===== config.mk =====
export PLATFORM = sky130hd
export DESIGN_NAME = bus_transfer_controller_flat
export DESIGN_NICKNAME = d
export VERILOG_FILES = /design/src/rtl/bus_ctrl_pkg.sv /design/src/rtl/bus_transfer_controller_if.sv /design/src/rtl/bus_transfer_controller_onehot_decoder.sv /design/src/rtl/bus_transfer_controller.sv /design/src/flat_wrapper.sv
export SDC_FILE = /design/constraint.sdc
export NUM_CORES = 1
export LEC_CHECK = 0
export CORE_ASPECT_RATIO = 0.8
export CORE_MARGIN = 2
export CORE_UTILIZATION = 41
export DETAILED_ROUTE_END_ITERATION = 10
export GPL_TIMING_DRIVEN = 1
export PLACE_DENSITY = 0.72
export SYNTH_ARGS = -nofsm -noshare
export SYNTH_HDL_FRONTEND = slang
export SYNTH_SLANG_ARGS = --single-unit

===== constraint.sdc =====
create_clock -name clk -period 1.96 [get_ports clk]
set_clock_uncertainty 0.2 [all_clocks]
set_input_delay 0.196 -clock clk [delete_from_list [all_inputs] [get_ports clk]]
set_output_delay 0.196 -clock clk [all_outputs]
set_load 0.01 [all_outputs]

===== src/rtl/bus_ctrl_pkg.sv =====
// Shared types and helpers for the bus transfer controller.
package bus_ctrl_pkg;

  localparam int unsigned BUS_W = 16;

  typedef enum logic [2:0] {
    IDLE    = 3'd0,
    DRIVE   = 3'd1,
    LATCH   = 3'd2,
    RELEASE = 3'd3,
    INC     = 3'd4,
    ERR     = 3'd5
  } state_t;

  // A register index is legal when it addresses an existing register.
  function automatic logic idx_legal(input int unsigned idx, input int unsigned num_regs);
    return idx < num_regs;
  endfunction

endpackage


===== src/rtl/bus_transfer_controller_if.sv =====
// Command handshake and register-bank strobes of the bus transfer controller.
interface bus_transfer_controller_if #(
  parameter int unsigned NUM_REGS = 8,
  parameter int unsigned SEL_W    = 3
) ();

  logic                req_valid;
  logic                req_ready;
  logic [SEL_W-1:0]    req_src;
  logic [SEL_W-1:0]    req_dst;
  logic                req_inc;
  logic [NUM_REGS-1:0] enable;
  logic [NUM_REGS-1:0] latch;
  logic [NUM_REGS-1:0] increment;
  logic                busy;
  logic                done;
  logic                err;

  modport master (
    output req_valid, req_src, req_dst, req_inc,
    input  req_ready, enable, latch, increment, busy, done, err
  );

  modport slave (
    input  req_valid, req_src, req_dst, req_inc,
    output req_ready, enable, latch, increment, busy, done, err
  );

endinterface


===== src/rtl/bus_transfer_controller_onehot_decoder.sv =====
// Gated index-to-one-hot decoder; out-of-range indices decode to all zeros.
module onehot_decoder #(
  parameter int unsigned SEL_W    = 3,
  parameter int unsigned NUM_REGS = 8
) (
  input  logic [SEL_W-1:0]    idx,
  input  logic                gate,
  output logic [NUM_REGS-1:0] onehot_c
);

  always_comb begin
    onehot_c = '0;
    for (int unsigned i = 0; i < NUM_REGS; i++) begin
      if (gate && (idx == SEL_W'(i))) onehot_c[i] = 1'b1;
    end
  end

endmodule


===== src/rtl/bus_transfer_controller.sv =====
// Sequences one register-to-register bus move at a time, with a guard cycle
// between bus drivers and an optional post-increment of the destination.
module bus_transfer_controller
  import bus_ctrl_pkg::*;
#(
  parameter int unsigned NUM_REGS = 8,
  parameter int unsigned SEL_W    = 3
) (
  input logic                      clk,
  input logic                      reset,
  bus_transfer_controller_if.slave bus
);

  state_t              state;
  logic [SEL_W-1:0]    src_q;
  logic [SEL_W-1:0]    dst_q;
  logic                inc_q;

  logic                accept_c;
  logic                legal_c;
  logic                same_c;
  logic                en_gate_c;
  logic                lt_gate_c;
  logic                inc_gate_c;
  logic [SEL_W-1:0]    en_idx_c;
  logic [SEL_W-1:0]    inc_idx_c;
  logic [NUM_REGS-1:0] en_nxt_c;
  logic [NUM_REGS-1:0] lt_nxt_c;
  logic [NUM_REGS-1:0] inc_nxt_c;

  // Strobe requests for the next cycle; in IDLE they come straight from the command.
  always_comb begin
    accept_c   = bus.req_valid && (state == IDLE);
    same_c     = (bus.req_src == bus.req_dst);
    legal_c    = idx_legal(32'(bus.req_src), NUM_REGS) &&
                 idx_legal(32'(bus.req_dst), NUM_REGS) &&
                 (!same_c || bus.req_inc);
    en_idx_c   = (state == IDLE) ? bus.req_src : src_q;
    inc_idx_c  = (state == IDLE) ? bus.req_dst : dst_q;
    en_gate_c  = (accept_c && legal_c && !same_c) || (state == DRIVE);
    lt_gate_c  = (state == DRIVE);
    inc_gate_c = (accept_c && legal_c && same_c) || ((state == RELEASE) && inc_q);
  end

  onehot_decoder #(.SEL_W(SEL_W), .NUM_REGS(NUM_REGS)) u_dec_enable (
    .idx      (en_idx_c),
    .gate     (en_gate_c),
    .onehot_c (en_nxt_c)
  );

  onehot_decoder #(.SEL_W(SEL_W), .NUM_REGS(NUM_REGS)) u_dec_latch (
    .idx      (dst_q),
    .gate     (lt_gate_c),
    .onehot_c (lt_nxt_c)
  );

  onehot_decoder #(.SEL_W(SEL_W), .NUM_REGS(NUM_REGS)) u_dec_increment (
    .idx      (inc_idx_c),
    .gate     (inc_gate_c),
    .onehot_c (inc_nxt_c)
  );

  always_ff @(posedge clk) begin
    if (reset) begin
      state         <= IDLE;
      src_q         <= '0;
      dst_q         <= '0;
      inc_q         <= 1'b0;
      bus.enable    <= '0;
      bus.latch     <= '0;
      bus.increment <= '0;
      bus.busy      <= 1'b0;
      bus.done      <= 1'b0;
      bus.err       <= 1'b0;
      bus.req_ready <= 1'b1;
    end else begin
      bus.enable    <= en_nxt_c;
      bus.latch     <= lt_nxt_c;
      bus.increment <= inc_nxt_c;
      bus.done      <= 1'b0;
      bus.err       <= 1'b0;
      case (state)
        IDLE: begin
          if (accept_c) begin
            src_q         <= bus.req_src;
            dst_q         <= bus.req_dst;
            inc_q         <= bus.req_inc;
            bus.busy      <= 1'b1;
            bus.req_ready <= 1'b0;
            if (!legal_c)    state <= ERR;
            else if (same_c) state <= INC;
            else             state <= DRIVE;
          end
        end
        DRIVE:   state <= LATCH;
        LATCH:   state <= RELEASE;
        RELEASE: begin
          if (inc_q) begin
            state <= INC;
          end else begin
            state         <= IDLE;
            bus.done      <= 1'b1;
            bus.busy      <= 1'b0;
            bus.req_ready <= 1'b1;
          end
        end
        INC: begin
          state         <= IDLE;
          bus.done      <= 1'b1;
          bus.busy      <= 1'b0;
          bus.req_ready <= 1'b1;
        end
        ERR: begin
          state         <= IDLE;
          bus.done      <= 1'b1;
          bus.err       <= 1'b1;
          bus.busy      <= 1'b0;
          bus.req_ready <= 1'b1;
        end
        default: begin
          state         <= IDLE;
          bus.busy      <= 1'b0;
          bus.req_ready <= 1'b1;
        end
      endcase
    end
  end

endmodule

===== src/flat_wrapper.sv =====
// flat-port wrapper written by rule: the top's interface ports become plain ports
module bus_transfer_controller_flat import bus_ctrl_pkg::*;
#(
  parameter int unsigned NUM_REGS = 8,
  parameter int unsigned SEL_W    = 3
)
  (clk, reset, bus_req_valid, bus_req_src, bus_req_dst, bus_req_inc, bus_req_ready, bus_enable, bus_latch, bus_increment, bus_busy, bus_done, bus_err);
  bus_transfer_controller_if #(.NUM_REGS(NUM_REGS), .SEL_W(SEL_W)) bus_i ();
  input logic clk;
  input logic reset;
  input wire logic [$bits(bus_i.req_valid)-1:0] bus_req_valid;
  input wire logic [$bits(bus_i.req_src)-1:0] bus_req_src;
  input wire logic [$bits(bus_i.req_dst)-1:0] bus_req_dst;
  input wire logic [$bits(bus_i.req_inc)-1:0] bus_req_inc;
  output wire logic [$bits(bus_i.req_ready)-1:0] bus_req_ready;
  output wire logic [$bits(bus_i.enable)-1:0] bus_enable;
  output wire logic [$bits(bus_i.latch)-1:0] bus_latch;
  output wire logic [$bits(bus_i.increment)-1:0] bus_increment;
  output wire logic [$bits(bus_i.busy)-1:0] bus_busy;
  output wire logic [$bits(bus_i.done)-1:0] bus_done;
  output wire logic [$bits(bus_i.err)-1:0] bus_err;
  assign bus_i.req_valid = bus_req_valid;
  assign bus_i.req_src = bus_req_src;
  assign bus_i.req_dst = bus_req_dst;
  assign bus_i.req_inc = bus_req_inc;
  assign bus_req_ready = bus_i.req_ready;
  assign bus_enable = bus_i.enable;
  assign bus_latch = bus_i.latch;
  assign bus_increment = bus_i.increment;
  assign bus_busy = bus_i.busy;
  assign bus_done = bus_i.done;
  assign bus_err = bus_i.err;
  bus_transfer_controller #(.NUM_REGS(NUM_REGS), .SEL_W(SEL_W)) u_core (.clk(clk), .reset(reset), .bus(bus_i));
endmodule

==> run metrics, run 1 <==
status=complete, no violations; post-route minimum period=approximately 1.7 ns; Final #Nets=216; vias in the first global route=between 1000 and 1500; setup slack, reg-to-reg=approximately 0.22 ns; post-route ant nets=0; power per cell area=roughly 840 nW/um2; ys async rst share=0; worst path arrival time=about 1.7 ns; switching power=roughly 470 uW; most frequent cells in the layout=38 x dfxtp_1, 37 x clkdlybuf4s50_1, 24 x nor3_1, 18 x nand2_1, 14 x nor2_1; design area=slightly below 2000 um2; dpl hpwl=between 2000 and 2500 um; Mean Syn Cell Area=roughly 9 um2; Clock Power Share=0.298; number of buffers created by CTS=5; R2R depth=4; number of max-cap violations=0; Final Util=0.583; Die Ht=between 50 and 60 um; worst-margin pin slew=around 0.48 ns; Internal Power=1.19 mW; vias per cell=5.09; Post-synth EDFFs=0; IO Count=38; clock sinks=38; Ys Warns=0; DR WL/cell=between 10 and 15 um; global-route wire length before repair=roughly 5300 um; Place WS=-0.176 ns; Max Slew Vio Count=0; Sw Ratio=0.286; post-CTS sizing=0; std cell rows=19; GPL Wtd Cong=slightly below 0.8; CP endpoint kind=flop; post-route setup TNS=0 ns; H-Tree Depth=2; Post-Place Cells=241; RSZ-0062 raised after global routing=false; layout cells sized above 1=0.102; final WL=between 3000 and 4000 um; worst r2r dst=u_core.bus.enable[3]$_SDFF_PP0_; antenna violations before repair=0; peak fanout along the critical path=12; fraction of the yosys area taken by sequential cells=0.534; clk root buf=clkbuf_8; Final Hold Fails=0; antenna cells=0; top-area cell type share of the netlist area=0.534; critical path class=reg2reg; Netlist cell types=26; setup repair bufs after CTS=0; Logic pwr share=0.191; crit start category=flop; total congestion overflow=0; Setup crit start=u_core.state[0]$_SDFFE_PP0P_; worst setup path end=u_core.bus.enable[3]$_SDFF_PP0_; VDD IR-drop max=between 0.4 and 0.5 mV; Hold Crit Depth=1; largest area contributor in the netlist=dfxtp_1; ys flop type=dfxtp_1; synthesis-to-layout area growth=38.2%; Clock Latency Late Sink=between 0.2 and 0.3 ns; Tcrit/Tclk final=0.888; I/O Buffers=37; Cell Area, Synth=1430 um2; register clock-pin slew on the reported worst setup and hold paths=0.07 ns; First-pass DRT Iterations=4; HP Class=reg2reg; commonest non-fill, non-tap cell in the layout=dfxtp_1; min setup slack post-route=0.219 ns; Tot GR Track Use=0.173; Die ar.=3970 um2; Max Fclk=574 MHz; Placement Cell Area=about 1900 um2; synth top area cells=dfxtp_1 53%, nor3_1 8.4%, nand2_1 4.7%; final setup fails=0; DRC viols=0; CP Data Required Time=roughly 1.9 ns; Max transition margin=0.679; Core Area=approximately 3400 um2; leak pwr=around 0.74 nW; Sequential Power Share=0.511; Mapped Cells=159; Synth Net Count=between 150 and 200; Initial DRC Count=80; largest net degree at the start of global routing=15; CTS tree=done; Horiz. Die Dim=between 60 and 70 um; non-filler cells in the finished layout=about 250; Clock Tree Buf Depth=2; Reg-to-Reg Start=u_core.state[0]$_SDFFE_PP0P_; Seq cells post-synth=38; Hold Buf Count CTS=0; Worst Hold Slack=roughly 0.26 ns; Vias=about 1300; Pwr Total=roughly 1.7 mW; Initial Utilization=0.422
-- worst min-delay path by stage --
stage | start | endpoint | slack, ns
global placement | u_core.bus.req_ready$_SDFFE_PP1P_ | u_core.bus.req_ready$_SDFFE_PP1P_ | 0.23
finish | u_core.bus.req_ready$_SDFFE_PP1P_ | u_core.bus.req_ready$_SDFFE_PP1P_ | 0.26
CTS | u_core.bus.busy$_SDFFE_PP0P_ | u_core.bus.busy$_SDFFE_PP0P_ | 0.26
detailed placement | u_core.bus.req_ready$_SDFFE_PP1P_ | u_core.bus.req_ready$_SDFFE_PP1P_ | 0.25
global route | u_core.bus.req_ready$_SDFFE_PP1P_ | u_core.bus.req_ready$_SDFFE_PP1P_ | 0.29
floorplan | bus_req_inc | u_core.state[0]$_SDFFE_PP0P_ | 0.1
-- cells in the mapped netlist, types with 3 or more instances --
library cell and number:
o21ai_0 3, nand3_1 7, buf_2 4, nand2_1 18, inv_1 7, nor2_1 14, dfxtp_1 38, a21oi_1 10
xor2_1 3, a31oi_1 9, nor3b_1 3, nor3_1 24
-- flip-flops by register name (all words and copies together) (netlist names) --
register,cells
u_core.bus.enable,8
u_core.state,3
u_core.bus.latch,8
u_core.bus.increment,8
u_core.inc_q,1
u_core.dst_q,3
u_core.bus.err,1
u_core.bus.busy,1
u_core.src_q,3
u_core.bus.done,1
u_core.bus.req_ready,1
-- power by group through the flow --
stage,registers [mW],clock network [mW],logic (mW)
CTS,0.847,0.507,0.314
global route,0.854,0.542,0.349
detailed placement,0.865,0,0.313
floorplan,0.854,0,0.199
finish,0.848,0.496,0.317
global placement,0.862,0,0.305
-- area by class of cell --
class,instances,area [um2]
Fill cell,300,1410
Sequential cell,38,761
Clock inverter,2,10.0
Multi-Input combinational cell,107,606
Clock buffer,5,68.8
Tap cell,42,52.6
Inverter,7,26.3
Timing Repair Buffer,47,445
-- worst max-delay path: stages, from the launching register on --
cell	delay, ns
dfxtp_1	0.46
nor3_4	0.24
buf_4	0.21
mux2i_1	0.39
nor3_1	0.11
-- cell families (layout without fill, tap and decap cells) --
kind of cell | after synthesis | after routing | share of synthesized area
AOI/OAI and AO/OA | 26 | 26 | 0.117
xor gates and xnor gates | 4 | 4 | 0.0246
buffers and inverters | 14 | 61 | 0.0457
DFF | 38 | 38 | 0.534
muxes | 2 | 2 | 0.0140
and+or+nand+nor | 75 | 75 | 0.265
-- layer usage --
| metal | GRT usage | vias to the layer above | share of wire |
|---|---|---|---|
| li1 | - | 645 | - |
| met1 | 0.202 | 579 | 0.45 |
| met2 | 0.284 | 33 | 0.48 |
| met3 | 0.0736 | 5 | 0.054 |
| met4 | 0.0632 | 0 | 0.014 |
| met5 | 0 | - | 0 |
(Power assumes the default switching activity.)
==> inputs of run 2 (changes only) <==
--- a/config.mk
+++ b/config.mk
@@ -5,12 +5,14 @@
 export SDC_FILE = /design/constraint.sdc
 export NUM_CORES = 1
 export LEC_CHECK = 0
+export ABC_AREA = 1
 export CORE_ASPECT_RATIO = 0.8
 export CORE_MARGIN = 2
-export CORE_UTILIZATION = 41
+export CORE_UTILIZATION = 45
 export DETAILED_ROUTE_END_ITERATION = 10
 export GPL_TIMING_DRIVEN = 1
-export PLACE_DENSITY = 0.72
+export MAX_ROUTING_LAYER = met4
+export PLACE_DENSITY = 0.78
 export SYNTH_ARGS = -nofsm -noshare
 export SYNTH_HDL_FRONTEND = slang
 export SYNTH_SLANG_ARGS = --single-unit
==> run 2 against run 1 <==
  * First-iteration DRC count shrank 49%
  * Flip-flop and latch count is the same
  * Routed wire length shrank 8.6%
  * Total power grew 3.9%
  * Non-clock buffer count shrank 9
  * Synthesized area grew 1.8%
  * Clock-buffer cell count is the same
  * Clock power shrank 1%
  * Worst setup slack gained 0.029 ns
  * Sequential share of layout area grew 0.70 points
  * Highest routed layer unchanged
  * Global-route usage grew 1.0 points
==> run metrics, run 2 <==
worst-margin pin slew=about 0.36 ns; Worst Hold Slack=about 0.27 ns; DRC viols=0; worst path arrival time=around 1.7 ns; dpl hpwl=2190 um; final WL=2880 um; number of max-cap violations=0; Cell Area, Synth=1450 um2; Hold Buf Count CTS=0; Ys Warns=0; synthesis-to-layout area growth=33.3%; met2 global-route usage=0.288; setup repair bufs after CTS=0; vias in the first global route=roughly 1100; largest net degree at the start of global routing=18; VDD IR-drop max=0.595 mV; number of buffers created by CTS=5; most frequent cells in the layout=38 x dfxtp_1, 37 x clkdlybuf4s50_1, 35 x nor2_1, 34 x nand2_1, 20 x inv_1; Initial Utilization=0.470; Vias=around 1200; clk root buf=clkbuf_8; Placement Cell Area=roughly 1900 um2; Final #Nets=235; power per cell area=between 800 and 900 nW/um2; Synth Net Count=192; Tot GR Track Use=0.183; RSZ-0062 raised after global routing=false; Netlist cell types=24; commonest non-fill, non-tap cell in the layout=dfxtp_1; post-CTS sizing=0; register clock-pin slew on the reported worst setup and hold paths=about 0.070 ns; met3 usage=0.0720; post-route minimum period=1.71 ns; First-pass DRT Iterations=4; CP Data Required Time=a little under 2 ns; CP endpoint kind=flop; Final Hold Fails=0; crit start category=flop; Initial DRC Count=41; antenna violations before repair=0; Post-synth EDFFs=0; design area=roughly 1900 um2; busiest grt layer=met2; Tcrit/Tclk final=0.873; HP Class=reg2reg; ys flop type=dfxtp_1; ys async rst share=0; antenna cells=0; critical path class=reg2reg; top-area cell type share of the netlist area=0.524; GPL Wtd Cong=between 0.9 and 1; met1 usage=0.206; Horiz. Die Dim=67.5 um; I/O Buffers=37; Seq cells post-synth=38; post-route setup TNS=0 ns; Clock Tree Buf Depth=2; post-route ant nets=0; Max transition margin=0.761; most common cell in the synthesized netlist=dfxtp_1; Mapped Cells=182; Mean Syn Cell Area=7.97 um2; peak fanout along the critical path=17; Die Ht=approximately 55 um; std cell rows=18; Place WS=about 0.17 ns; Hold Crit Depth=2; layout cells sized above 1=0.107; largest area contributor in the netlist=dfxtp_1; Core Area=approximately 3100 um2; R2R depth=7; global-route wire length before repair=between 4000 and 5000 um; H-Tree Depth=2; Max Slew Vio Count=0; CTS tree=done; Max Fclk=between 500 and 600 MHz; Clock Latency Late Sink=0.29 ns; fraction of the yosys area taken by sequential cells=0.524; vias per cell=4.71; status=complete, no violations; Largest regs=u_core.bus.enable: 8 flops, u_core.bus.increment: 8 flops, u_core.bus.latch: 8 flops; leak pwr=0.800 nW; final setup fails=0; IO Count=38; synth cell count leaders=38 x dfxtp_1, 35 x nor2_1, 34 x nand2_1, 20 x inv_1, 11 x nand3_1; min setup slack post-route=around 0.25 ns; Die ar.=approximately 3700 um2; total congestion overflow=0; DR WL/cell=about 11 um; synth top area cells=dfxtp_1 52%, nor2_1 9.1%, nand2_1 8.8%; clock sinks=38
run 2: cell count changes in the layout (fill, tap and decap cells not counted), moves of 3 or more:
cell | before | now
a31oi_1 | 9 | 0
buf_4 | 10 | 1
inv_1 | 7 | 20
nand2_1 | 18 | 34
nand2_2 | 0 | 5
nand3_1 | 7 | 11
nor2_1 | 14 | 35
nor3_1 | 24 | 2
nor3b_1 | 3 | 0
o21ai_1 | 0 | 3
o21ai_2 | 0 | 5
run 2: kinds of logic (layout without fill, tap and decap cells):
logic type	count (synthesis)	count (layout)	share of synthesized area
AND/OR/NAND/NOR	95	95	0.297
flip-flops	38	38	0.524
buffers and inverters	24	67	0.0733
AO/OA/AOI/OAI	23	23	0.0940
XOR/XNOR	2	2	0.0121
run 2: final cells by class:
class / count / area [um2]
Fill cell: 295 / 1150
Tap cell: 40 / 50.0
Sequential cell: 38 / 761
Inverter: 22 / 82.6
Multi-Input combinational cell: 120 / 584
Clock inverter: 2 / 10.0
Timing Repair Buffer: 38 / 378
Clock buffer: 5 / 68.8
run 2: power by group:
group	leakage [nW]	internal, mW	switching (mW)
sequential	0.309	0.820	0.0315
combinational	0.447	0.148	0.236
clock	0.0438	0.238	0.252
run 2: worst paths after layout:
| path | slack (ns) | to | startpoint |
|---|---|---|---|
| min reg2reg | 0.27 | u_core.bus.busy$_SDFFE_PP0P_ | u_core.bus.busy$_SDFFE_PP0P_ |
| max | 0.25 | u_core.bus.increment[0]$_SDFF_PP0_ | u_core.state[0]$_SDFFE_PP0P_ |
| max reg2reg | 0.25 | u_core.bus.increment[0]$_SDFF_PP0_ | u_core.state[0]$_SDFFE_PP0P_ |
| min | 0.27 | u_core.bus.busy$_SDFFE_PP0P_ | u_core.bus.busy$_SDFFE_PP0P_ |
run 2: routing by layer:
| layer | up-vias | routed length [um] |
|---|---|---|
| met5 | - | 0 |
| met4 | 0 | 27 |
| met3 | 6 | 188 |
| met2 | 38 | 1300 |
| met1 | 545 | 1360 |
| li1 | 659 | - |
run 2: worst max-delay path, stage by stage, from the launching register on:
cell	delay, ns
dfxtp_1	0.37
nor2_4	0.22
nand2_4	0.19
o21ai_1	0.30
inv_1	0.09
nor2_1	0.11
nand2_1	0.08
nor2_1	0.09
run 2: per-stage QoR:
step | power [mW] | cells | utilization
floorplan | 1.14 | 182 | -
detailed placement | 1.25 | 258 | 0.601
global route | 1.82 | 265 | 0.627
finish | 1.72 | 265 | 0.627
global placement | 1.24 | 258 | 0.601
CTS | 1.74 | 265 | 0.627
